[src/rtl/brazo_pkg.sv]
// Shared definitions for the arm pose sequencer: state encoding and reset position.
package brazo_pkg;

   localparam int MODE_W = 2;

   typedef enum logic [MODE_W-1:0] {
      IDLE  = 2'd0,
      ACCEL = 2'd1,
      MEM   = 2'd2
   } state_t;

   localparam int CENTER_DEF = 128;

endpackage

[src/rtl/arm_pose_sequencer_if.sv]
// Bundle between the accelerometer mapping / buttons and the per-servo PWM generators.
interface arm_pose_sequencer_if
   import brazo_pkg::*;
#(
   parameter int N_SERVO = 4,
   parameter int POS_W   = 8,
   parameter int DEPTH   = 16
);
   localparam int AW = $clog2(DEPTH);

   logic                     enable;
   logic                     btn_mem;
   logic                     btn_save;
   logic                     btn_clear;
   logic [N_SERVO*POS_W-1:0] accel_pos;
   // No backpressure: servo_pos is meaningful whenever servo_valid is high, the PWM side always accepts.
   logic [N_SERVO*POS_W-1:0] servo_pos;
   logic                     servo_valid;
   logic [MODE_W-1:0]        mode;
   logic [AW:0]              pose_count;
   logic [AW-1:0]            play_idx;
   logic                     mem_full;

   modport slave (
      input  enable, btn_mem, btn_save, btn_clear, accel_pos,
      output servo_pos, servo_valid, mode, pose_count, play_idx, mem_full
   );

   modport master (
      output enable, btn_mem, btn_save, btn_clear, accel_pos,
      input  servo_pos, servo_valid, mode, pose_count, play_idx, mem_full
   );

endinterface

[src/rtl/arm_pose_mem.sv]
// Pose storage: one synchronous write port, one registered read port, contents not reset.
module arm_pose_mem #(
   parameter int DEPTH = 16,
   parameter int W     = 32
) (
   input  logic                     clk,
   input  logic                     i_we,
   input  logic [$clog2(DEPTH)-1:0] i_waddr,
   input  logic [W-1:0]             i_wdata,
   input  logic [$clog2(DEPTH)-1:0] i_raddr,
   output logic [W-1:0]             o_rdata
);

   logic [W-1:0] r_mem [DEPTH];
   logic [W-1:0] r_rdata;

   always_ff @(posedge clk) begin
      if (i_we) begin
         r_mem[i_waddr] <= i_wdata;
      end
      r_rdata <= r_mem[i_raddr];
   end

   assign o_rdata = r_rdata;

endmodule

[src/rtl/arm_pose_sequencer.sv]
// Mode controller: live accelerometer forwarding with pose recording, and looped pose playback.
module arm_pose_sequencer
   import brazo_pkg::*;
#(
   parameter int N_SERVO   = 4,
   parameter int POS_W     = 8,
   parameter int DEPTH     = 16,
   parameter int DWELL_CYC = 50_000_000,
   parameter int CENTER    = CENTER_DEF
) (
   input  logic               clk,
   input  logic               rst,
   arm_pose_sequencer_if.slave bus
);

   localparam int W  = N_SERVO * POS_W;
   localparam int AW = $clog2(DEPTH);
   localparam int DW = $clog2(DWELL_CYC);
   localparam logic [DW-1:0] DWELL_LAST = DW'(DWELL_CYC - 1);
   localparam logic [AW:0]   COUNT_FULL = (AW+1)'(DEPTH);
   localparam logic [W-1:0]  CENTER_POS = {N_SERVO{POS_W'(CENTER)}};

   state_t         r_state;
   state_t         w_next_state;
   logic [W-1:0]   r_servo_pos;
   logic [AW:0]    r_pose_count;
   logic [AW-1:0]  r_play_idx;
   logic [AW-1:0]  w_next_idx;
   logic [DW-1:0]  r_dwell;
   logic [DW-1:0]  w_next_dwell;
   logic [W-1:0]   w_rd_data;
   logic           w_mem_full;
   logic           w_has_poses;
   logic           w_last_idx;
   logic           w_save;
   logic           w_clear;

   assign w_mem_full  = (r_pose_count == COUNT_FULL);
   assign w_has_poses = (r_pose_count != '0);
   assign w_last_idx  = ({1'b0, r_play_idx} == (r_pose_count - (AW+1)'(1)));

   assign w_clear = bus.btn_clear && ((r_state == IDLE) || (r_state == ACCEL));
   assign w_save  = bus.btn_save && !bus.btn_clear && !w_mem_full && (r_state == ACCEL);

   always_ff @(posedge clk) begin
      if (rst) begin
         r_state <= IDLE;
      end else begin
         r_state <= w_next_state;
      end
   end

   always_comb begin
      w_next_state = r_state;
      if (!bus.enable) begin
         w_next_state = IDLE;
      end else begin
         case (r_state)
            IDLE: begin
               if (!bus.btn_mem) begin
                  w_next_state = ACCEL;
               end else if (w_has_poses) begin
                  w_next_state = MEM;
               end
            end
            ACCEL: begin
               if (bus.btn_mem && w_has_poses) begin
                  w_next_state = MEM;
               end
            end
            MEM: begin
               if (!bus.btn_mem) begin
                  w_next_state = ACCEL;
               end
            end
            default: w_next_state = IDLE;
         endcase
      end
   end

   // Playback index is also the read address, so read data lines up with play_idx one edge later.
   always_comb begin
      w_next_idx   = r_play_idx;
      w_next_dwell = r_dwell;
      if ((w_next_state == MEM) && (r_state != MEM)) begin
         w_next_idx   = '0;
         w_next_dwell = '0;
      end else if (r_state == MEM) begin
         if (r_dwell == DWELL_LAST) begin
            w_next_dwell = '0;
            w_next_idx   = w_last_idx ? '0 : r_play_idx + AW'(1);
         end else begin
            w_next_dwell = r_dwell + DW'(1);
         end
      end
   end

   always_ff @(posedge clk) begin
      if (rst) begin
         r_servo_pos  <= CENTER_POS;
         r_pose_count <= '0;
         r_play_idx   <= '0;
         r_dwell      <= '0;
      end else begin
         r_play_idx <= w_next_idx;
         r_dwell    <= w_next_dwell;
         if (w_clear) begin
            r_pose_count <= '0;
         end else if (w_save) begin
            r_pose_count <= r_pose_count + (AW+1)'(1);
         end
         // With enable low the servos keep the last commanded pose.
         if (bus.enable) begin
            case (r_state)
               ACCEL:   r_servo_pos <= bus.accel_pos;
               MEM:     r_servo_pos <= w_rd_data;
               default: r_servo_pos <= r_servo_pos;
            endcase
         end
      end
   end

   arm_pose_mem #(
      .DEPTH (DEPTH),
      .W     (W)
   ) u_mem (
      .clk     (clk),
      .i_we    (w_save),
      .i_waddr (r_pose_count[AW-1:0]),
      .i_wdata (bus.accel_pos),
      .i_raddr (w_next_idx),
      .o_rdata (w_rd_data)
   );

   assign bus.servo_pos   = r_servo_pos;
   assign bus.servo_valid = (r_state != IDLE);
   assign bus.mode        = r_state;
   assign bus.pose_count  = r_pose_count;
   assign bus.play_idx    = r_play_idx;
   assign bus.mem_full    = w_mem_full;

endmodule

[src/flat_wrapper.sv]
// flat-port wrapper written by rule: the top's interface ports become plain ports
module arm_pose_sequencer_flat import brazo_pkg::*;
#(
   parameter int N_SERVO   = 4,
   parameter int POS_W     = 8,
   parameter int DEPTH     = 16,
   parameter int DWELL_CYC = 50_000_000,
   parameter int CENTER    = CENTER_DEF
)
  (clk, rst, bus_enable, bus_btn_mem, bus_btn_save, bus_btn_clear, bus_accel_pos, bus_servo_pos, bus_servo_valid, bus_mode, bus_pose_count, bus_play_idx, bus_mem_full);
  arm_pose_sequencer_if #(.N_SERVO(N_SERVO), .POS_W(POS_W), .DEPTH(DEPTH)) bus_i ();
  input  logic clk;
  input  logic rst;
  input wire logic [$bits(bus_i.enable)-1:0] bus_enable;
  input wire logic [$bits(bus_i.btn_mem)-1:0] bus_btn_mem;
  input wire logic [$bits(bus_i.btn_save)-1:0] bus_btn_save;
  input wire logic [$bits(bus_i.btn_clear)-1:0] bus_btn_clear;
  input wire logic [$bits(bus_i.accel_pos)-1:0] bus_accel_pos;
  output wire logic [$bits(bus_i.servo_pos)-1:0] bus_servo_pos;
  output wire logic [$bits(bus_i.servo_valid)-1:0] bus_servo_valid;
  output wire logic [$bits(bus_i.mode)-1:0] bus_mode;
  output wire logic [$bits(bus_i.pose_count)-1:0] bus_pose_count;
  output wire logic [$bits(bus_i.play_idx)-1:0] bus_play_idx;
  output wire logic [$bits(bus_i.mem_full)-1:0] bus_mem_full;
  assign bus_i.enable = bus_enable;
  assign bus_i.btn_mem = bus_btn_mem;
  assign bus_i.btn_save = bus_btn_save;
  assign bus_i.btn_clear = bus_btn_clear;
  assign bus_i.accel_pos = bus_accel_pos;
  assign bus_servo_pos = bus_i.servo_pos;
  assign bus_servo_valid = bus_i.servo_valid;
  assign bus_mode = bus_i.mode;
  assign bus_pose_count = bus_i.pose_count;
  assign bus_play_idx = bus_i.play_idx;
  assign bus_mem_full = bus_i.mem_full;
  arm_pose_sequencer #(.N_SERVO(N_SERVO), .POS_W(POS_W), .DEPTH(DEPTH), .DWELL_CYC(DWELL_CYC), .CENTER(CENTER)) u_core (.clk(clk), .rst(rst), .bus(bus_i));
endmodule
[config.mk]
export PLATFORM = sky130hd
export DESIGN_NAME = arm_pose_sequencer_flat
export DESIGN_NICKNAME = d
export VERILOG_FILES = /design/src/rtl/brazo_pkg.sv /design/src/rtl/arm_pose_sequencer_if.sv /design/src/rtl/arm_pose_mem.sv /design/src/rtl/arm_pose_sequencer.sv /design/src/flat_wrapper.sv
export SDC_FILE = /design/constraint.sdc
export NUM_CORES = 1
export LEC_CHECK = 0
export ABC_AREA = 1
export CORE_ASPECT_RATIO = 1.2
export CORE_MARGIN = 4
export CORE_UTILIZATION = 35
export DETAILED_ROUTE_END_ITERATION = 6
export SYNTH_ARGS = -nofsm -noshare
export SYNTH_HDL_FRONTEND = slang
export SYNTH_SLANG_ARGS = --single-unit
[constraint.sdc]
create_clock -name clk -period 10.7 [get_ports clk]
set_input_delay 1.07 -clock clk [delete_from_list [all_inputs] [get_ports clk]]
set_output_delay 1.07 -clock clk [all_outputs]
set_load 0.005 [all_outputs]
# Word-level counts from Yosys, hierarchy flattened
# Memories as Yosys holds them, arrays and structs flattened. A register that Yosys moved wholly into a read port is not among the register bits.
# Cells that the tools add are included.
# classes
addsub	4
multipliers	0
div_mod_pow	0
n_lt_le_gt_ge	0
n_eq_ne	7
shifts	0
muxes	14
bitwise	0
reduce_logical	16
# ops
op	count
$pmux 32 s2	1
$add 26x1->26 const B	1
$eq 26x26->1 const B	1
$mux 26	1
$mux 4	4
$mux 2	5
$logic_and 1x1->1	6
$pmux 2 s3	1
$add 5x1->5 const B	1
$eq 4x5->1	1
$eq 5x5->1 const B	1
$reduce_bool 5->1	1
$sub 5x1->5 const B	1
$add 4x1->4 const B	1
$eq 2x2->1 const B	2
$reduce_bool 2->1	2
$reduce_or 2->1	2
$eq 2x1->1 const B	1
$logic_not 1->1	2
$logic_not 2->1	1
$mux 1	2
$ne 2x2->1 const B	1
$reduce_and 2->1	1
$logic_or 1x1->1	1
# totals
ff_bits	69
latchBits	0
ramBits	512
rom_bits	0
wordCells	47
n_memories	1
# memory_table
name	words	width	read_ports	rd_ports_with_merged_regs	write_ports	line_no	rtl
u_core.u_mem.r_mem	16	32	1	1	1	arm_pose_mem.sv:14	logic [W-1:0] r_mem [DEPTH];

# Longest topological paths before layout
# Gate-level depths: netlist (run 1).
# depth
depth_word	8
mapped_depth	18
depth_no_buf	16

# Modules after synthesis
# A second synthesis (run 1) with hierarchy kept.
# unflattened
hier_cells	2723
area_unflattened_um2	26668.1
# by_module_without_submodules
mod	n_inst	cells_per_inst	area_each_um2	seq_area_each_um2
arm_pose_mem	1	2120	22730.6	16015.4
arm_pose_sequencer	1	603	3937.5	1381.3

# Worst setup path before layout (run 1)
# OpenSTA, ideal clock, no wires.
# synth_path
path_type	in2reg
from	input bus_btn_clear
to	memory u_core.u_mem.r_mem[4][0], enable pin
setup_time_ps	461
arrival_time_ps	3567
required_ps	10239
setup_slack_ps	6672
stages	5
n_path_buf	0
path_cell_list	inv_1 nand3_1 inv_1 nand2_1 nor3_1
# synth_via
elab_chain_len	6
# synth_rtl
item	line_no	rtl
start: declaration	flat_wrapper.sv:17	input wire logic [$bits(bus_i.btn_clear)-1:0] bus_btn_clear;
$logic_not 1->1	arm_pose_sequencer.sv:43	assign w_save = bus.btn_save && !bus.btn_clear && !w_mem_full && (r_state == ACCEL);
$logic_and 1x1->1 (3 in series)	arm_pose_sequencer.sv:43	
$mux 1	arm_pose_mem.sv:18	if (i_we) begin
$mux 1 (implied by the code)	arm_pose_mem.sv:19	r_mem[i_waddr] <= i_wdata;
end: declaration	arm_pose_mem.sv:14	
# Every way passes these cells.

# Worst setup path in the final report (run 1)
# layout_path
from	register u_core.r_state[0] (netlist: u_core.bus.mode[0])
to	register u_core.u_mem.r_rdata[2] (netlist: u_core.u_mem.o_rdata[2]), read port of u_core.u_mem.r_mem
# layout_via
elab_chain_len	7
elab_cells_between_ends	14
# layout_rtl
item	line_no	rtl
start: declaration	arm_pose_sequencer.sv:23	state_t r_state;
start signal: assignment	arm_pose_sequencer.sv:49	r_state <= w_next_state;
$mux 2	arm_pose_sequencer.sv:62	end else if (w_has_poses) begin
$mux 2	arm_pose_sequencer.sv:60	if (!bus.btn_mem) begin
$pmux 2 s3	arm_pose_sequencer.sv:58	case (r_state)
$mux 2	arm_pose_sequencer.sv:55	if (!bus.enable) begin
$eq 2x2->1	arm_pose_sequencer.sv:85	if ((w_next_state == MEM) && (r_state != MEM)) begin
$logic_and 1x1->1	arm_pose_sequencer.sv:85	
$mux 4 *	arm_pose_sequencer.sv:85	
end: declaration	arm_pose_mem.sv:15	logic [W-1:0] r_rdata;
# Every way passes the cells marked *; elsewhere a longest branch is shown, timed or not.
# A chain may end at the register's enable or synchronous reset.

==> metrics.cfg, run 1 <==
[logic_synthesis]
syn_area_um2=27000
syn-num-nets=2692
ys_ff_latch=613
synth-seq-area-share=0.644
synth-edff-count=512
yosysUniqueCellTypes=35
synth_ff_type=edfxtp_1
synth_area_per_cell_um2=10.2
synthCells=2643
synth_async_sr_flop_share=0
ys.warnings.count=0

[status]
status=completed

[run]
max_cap_violations=0

[layout]
syn2layout_area_growth_pct=13.5
final_cell_mix=693 x nand3_1, 512 x edfxtp_1, 462 x inv_1
mostFrequentLayoutCell=nand3_1
final.fill_count=7354
drive_gt1_frac=0.0615
finish.instance_area_um2=30700
final_nets=2713
antenna_cells=0

[timing]
slew_violations=0
tightestPinTransition_ps=1150
rsz0062_at_grt=no
period_share=0.478
fin_skew_ps=14.2
setup_viol=0
period_needed_ps=5110
relSlewSlack=0.234
hold_viol_final=0
holdWs_ps=484
fin_tns_setup_ps=0
max_freq_mhz=196
finalWorstSetupSlack_ps=5590

[floorplan]
initial_utilization=0.353
die_area_um2=81700
fp.coreArea_um2=76500
io_pins=83
rows=111
die_y_um=312
die_w_um=262

[drt]
firstDrtPassIters=6
wl_per_cell_um=19.7
vias_per_cell=5.03
drt_iter0_drc=1626
vias=18800
ant_nets=0
wl_um=73500
drc=0

[grt]
grt_pass1_wl_um=111000
track_usage=0.177
grt_pass1_vias=18100
grt_antenna_before_repair=1
grt_start_max_net_pins=97
grt-ovfl-total=0

[cts]
cts_resized=0
clock-sinks=613
clock_latency_ps=620
post_cts_buffers=0
cts_tree=built
cts_hold_buffers=0
cts_buffers=59
clock_path_buffers=3
root_buffer=clkbuf_16
clk_pin_slew_ps=60
htreeDepth=2

[setup_path]
arrival_ps=5620
crit_type=reg -> reg
cp_max_fo=96
startpoint_type=flop
slowest_delay_ps=960
crit_slowest_cell=buf_4
endpoint_kind=flop
worstPathCellList=inv_1, ha_2, buf_4, inv_2, buf_4, a21oi_1, nor2_1, nor2_1, nand2_1, nand3_4, nand3_4, buf_4, nand2_1, nand3_1, nand3_1, nand3_1, nand2_1
worstPathRequired_ps=11210

[place]
port_buffers=82
placed_area_um2=28800
dp_hpwl_um=36500
place_ws_ps=5620
gp_congestion=0.798

[pwr]
peakVddDrop_v=0.000110
power.density_nw_per_um2=155
p_leak_nw=12.2

[hold_path]
hold_class=reg -> reg

## cell type report
cell class	instances	area [um2]	share of cell area
repair buffers	118	1090	0.0356
flip-flops and latches	613	17400	0.568
multi-input cells	1399	7220	0.236
well taps	1017	1270	0.0415
clock buffers	81	1640	0.0535
clock inverters	30	256	0.00837
inverters	473	1780	0.0579
## stage by stage
stage / instances / power, W / util
finish: 3731 / 0.00475 / 0.401
global route: 3731 / 0.00489 / 0.401
CTS: 3731 / 0.00479 / 0.401
detailed placement: 3620 / 0.00274 / 0.376
global placement: 3620 / 0.00274 / 0.376
floorplan: 2643 / 0.00267 / -
## state kept, by name, indices dropped and copies added, names as in the netlist
signal                 count
u_core.r_dwell            26
u_core.bus.play_idx        4
u_core.u_mem.o_rdata      32
u_core.bus.pose_count      5
u_core.u_mem.r_mem       512
u_core.bus.servo_pos      32
u_core.bus.mode            2
## power breakdown
group	switching, W	internal [W]	total (W)
combinational	0.0000592	0.0000302	0.0000895
sequential	0.00000493	0.00259	0.00260
clock	0.000895	0.00117	0.00206
total	0.000959	0.00379	0.00475
## worst max-delay path, delay by kind of cell, from the launching register on
kind                     cells  cell delay [ps]
adder cells (fa/ha/maj)      1              180
AO/OA/AOI/OAI                1              130
buffers and inverters        5             2120
AND/OR/NAND/NOR             10             2070
flip-flops                   1              400
## Yosys cell counts, types with 2 or more instances
| library cell | instances | share of area |
|---|---|---|
| nor2_1 | 85 | 0.012 |
| nor2_2 | 2 | 0.00046 |
| edfxtp_1 | 512 | 0.57 |
| inv_1 | 463 | 0.064 |
| xor2_1 | 12 | 0.0039 |
| dfxtp_1 | 101 | 0.075 |
| o211ai_1 | 28 | 0.0078 |
| nand2_1 | 368 | 0.051 |
| nand3_1 | 694 | 0.13 |
| xnor2_1 | 3 | 0.00097 |
| nor4_1 | 2 | 0.00046 |
| or2_2 | 2 | 0.00046 |
| o21ai_1 | 2 | 0.00037 |
| buf_2 | 94 | 0.017 |
| nand4_1 | 6 | 0.0014 |
| clkinv_1 | 2 | 0.00028 |
| buf_4 | 27 | 0.0075 |
| buf_1 | 12 | 0.0017 |
| nor3_1 | 13 | 0.0024 |
| nand3b_1 | 130 | 0.036 |
| ha_1 | 11 | 0.0051 |
| a21oi_2 | 2 | 0.00065 |
| a21oi_1 | 16 | 0.0030 |
| o21ai_0 | 13 | 0.0024 |
| nand3_2 | 3 | 0.0011 |
| inv_2 | 8 | 0.0011 |
| clkbuf_1 | 24 | 0.0033 |
## kinds of logic (layout without fill, tap and decap cells)
group	count (synthesis)	count (layout)	share of synthesized area
and+or+nand+nor	1308	1308	0.235
xor gates and xnor gates	15	15	0.00486
AOI/OAI and AO/OA	65	65	0.0153
buffers and inverters	631	702	0.0959
DFF	613	613	0.644
adders and majority gates	11	11	0.00509
## worst paths after layout
check | start | to | slack (ps) | cells past startpoint
setup / recovery | u_core.bus.mode[0]$_SDFF_PP0_ | u_core.u_mem.o_rdata[2]$_DFF_P_ | 5590 | 17
hold reg to reg | u_core.r_dwell[21]$_SDFFE_PP0N_ | u_core.r_dwell[21]$_SDFFE_PP0N_ | 480 | 2
hold / removal | u_core.r_dwell[21]$_SDFFE_PP0N_ | u_core.r_dwell[21]$_SDFFE_PP0N_ | 480 | 2
setup reg to reg | u_core.bus.mode[0]$_SDFF_PP0_ | u_core.u_mem.o_rdata[2]$_DFF_P_ | 5590 | 17
## metal layers
metal  part of all wire  GRT usage
met5                  0          0
met4              0.023     0.0490
met3              0.069     0.0276
met2               0.48      0.300
met1               0.43      0.236
No activity file was read; power rests on OpenSTA's default activity.
==> inputs of run 2 (changes only) <==
clock period = 4.1 ns   (was 10.7 ns; I/O delays follow)
==> run 2 against run 1 <==
- sequential cell count unchanged
- clock skew rose by 10 ps
- register-to-register slack got worse by 4700 ps
- sequential power rose to 2.6 times the previous value
- highest routed layer unchanged
- clock-buffer cell count is 4 higher
- routed wire length up 0.25%
- critical path depth is 2 lower
- maximum frequency is 57% higher
- cell count grew 0.38%
- design area grew 1.5%
- clock power rose to 2.8 times the previous value
- global-route usage rose by 0.13 points
==> metrics.cfg, run 2 (synthesized netlist as in run 1, its figures left out) <==
[grt]
grt_start_max_net_pins=141  ; was 97
grt-ovfl-total=0  ; unchanged
grt_antenna_before_repair=1  ; unchanged
grt_pass1_vias=18200  ; was 18100
track_usage=0.178  ; was 0.177
grt_pass1_wl_um=113000  ; was 111000 um

[timing]
rsz0062_at_grt=no  ; unchanged
setup_viol=0  ; unchanged
relSlewSlack=0.327  ; was 0.234
period_needed_ps=3250  ; was 5110 ps
holdWs_ps=477  ; was 484 ps
fin_skew_ps=24.4  ; was 14.2 ps
period_share=0.792  ; was 0.478
max_freq_mhz=308  ; was 196 MHz
hold_viol_final=0  ; unchanged
fin_tns_setup_ps=0  ; unchanged
tightestPinTransition_ps=1010  ; was 1150 ps
slew_violations=0  ; unchanged

[layout]
regMostFlops=u_core.u_mem.r_mem  ; unchanged
mostFrequentLayoutCell=nand3_1  ; unchanged
antenna_cells=0  ; unchanged
drive_gt1_frac=0.0674  ; was 0.0615
final_util=0.407  ; was 0.401
largest_reg_flops=512  ; unchanged
final_nets=2726  ; was 2713
final_cell_mix=693 x nand3_1, 512 x edfxtp_1, 462 x inv_1  ; unchanged
syn2layout_area_growth_pct=15.2  ; was 13.5%

[hold_path]
hold_depth=2  ; unchanged
hold_class=reg -> reg  ; unchanged

[setup_path]
slowest_delay_ps=730  ; was 960 ps
crit_type=reg -> reg  ; unchanged
cp.depth=15  ; was 17
worstPathCellList=inv_1, ha_1, inv_1, nand2_1, nand2_1, nand2_1, nor2_1, nand3_1, nand3_4, buf_4, nand3b_1, nand3_1, nand3_1, nand3_1, nand2_1  ; was inv_1, ha_2, buf_4, inv_2, buf_4, a21oi_1, nor2_1, nor2_1, nand2_1, nand3_4, nand3_4, buf_4, nand2_1, nand3_1, nand3_1, nand3_1, nand2_1
crit_family=simple AND/OR/NAND/NOR gates  ; was buffers and inverters
endpoint_kind=flop  ; unchanged
arrival_ps=3770  ; was 5620 ps
crit_slowest_cell=buf_4  ; unchanged
crit_buf_inv=3  ; was 5
r2r_cells=15  ; was 17
worstPathRequired_ps=4620  ; was 11210 ps
cp_max_fo=64  ; was 96
startpoint_type=flop  ; unchanged

[cts]
cts_buffers=59  ; unchanged
cts_tree=built  ; unchanged
post_cts_buffers=0  ; unchanged
clock_path_buffers=3  ; unchanged
clock_latency_ps=630  ; was 620 ps
cts_resized=0  ; unchanged
cts_hold_buffers=0  ; unchanged
clk_pin_slew_ps=60  ; about the same
root_buffer=clkbuf_16  ; unchanged
htreeDepth=2  ; unchanged
clock-sinks=613  ; unchanged

[run]
max_cap_violations=0  ; unchanged

[floorplan]
io_pins=83  ; unchanged
die_w_um=262  ; unchanged
die_y_um=312  ; unchanged
die_area_um2=81700  ; unchanged
initial_utilization=0.353  ; unchanged
rows=111  ; unchanged
fp.coreArea_um2=76500  ; unchanged

[drt]
wl_um=73700  ; was 73500 um
firstDrtPassIters=5  ; was 6
drt_iter0_drc=1615  ; was 1626
vias=18700  ; was 18800
ant_nets=0  ; unchanged
vias_per_cell=4.99  ; was 5.03
drc=0  ; unchanged
wl_per_cell_um=19.7  ; about the same

[place]
gp_congestion=0.809  ; was 0.798
port_buffers=82  ; unchanged
dp_hpwl_um=40500  ; was 36500 um

[pwr]
p_leak_nw=12.4  ; was 12.2 nW
power.density_nw_per_um2=411  ; was 155 nW/um2
peakVddDrop_v=0.000340  ; was 0.000110 V

[status]
status=completed  ; unchanged

## run 2: cell types whose count changed in the layout (fill, tap and decap cells not counted), sizes merged
cell,delta
buf,+13
clkinv,-7
bufinv,+4
clkbuf,+4
## run 2: power breakdown
part           internal (W)  switching (W)  leakage, nW
sequential          0.00676      0.0000144         5.43
combinational     0.0000810       0.000166         5.91
clock               0.00341        0.00237         1.02
## run 2: layer usage
metal,vias to the layer above,global-route usage,share of wire
met5,-,0,0
met4,0,0.0534,0.028
met3,106,0.0297,0.071
met2,627,0.297,0.48
met1,9004,0.240,0.42
li1,8932,-,-
## run 2: tightest hold or removal path, cell delays in order (launching register included)
cell	delay [ps]
dfxtp_1	330
a21oi_1	60
o21ai_0	60
## run 2: path summary, 6_finish.rpt
path | from | slack, ps | to
worst max-delay path | u_core.bus.pose_count[0]$_SDFFE_PP0P_ | 850 | u_core.u_mem.o_rdata[27]$_DFF_P_
worst min-delay path | u_core.bus.servo_pos[31]$_SDFFE_PP1P_ | 480 | u_core.bus.servo_pos[31]$_SDFFE_PP1P_
worst max register to register | u_core.bus.pose_count[0]$_SDFFE_PP0P_ | 850 | u_core.u_mem.o_rdata[27]$_DFF_P_
worst min register to register | u_core.bus.servo_pos[31]$_SDFFE_PP1P_ | 480 | u_core.bus.servo_pos[31]$_SDFFE_PP1P_
## run 2: stage by stage
stage                     total power (W)  cells  area, um2  setup slack [ps]
final                              0.0128   3745      31100               853
after global routing               0.0132   3745      31100               567
after floorplan                   0.00697   2643      27000               302
after detailed placement          0.00716   3633      29000               881
after global placement            0.00716   3633      29000               977
after CTS                          0.0129   3745      31100               903
## run 2: layout make-up
type | count | area (um2)
clock inverters | 27 | 368
flip-flops and latches | 613 | 17400
clock buffers | 85 | 1720
well taps | 1017 | 1270
inverters | 473 | 1780
multi-input cells | 1399 | 7220
fillers | 7222 | 45400
repair buffers | 131 | 1380
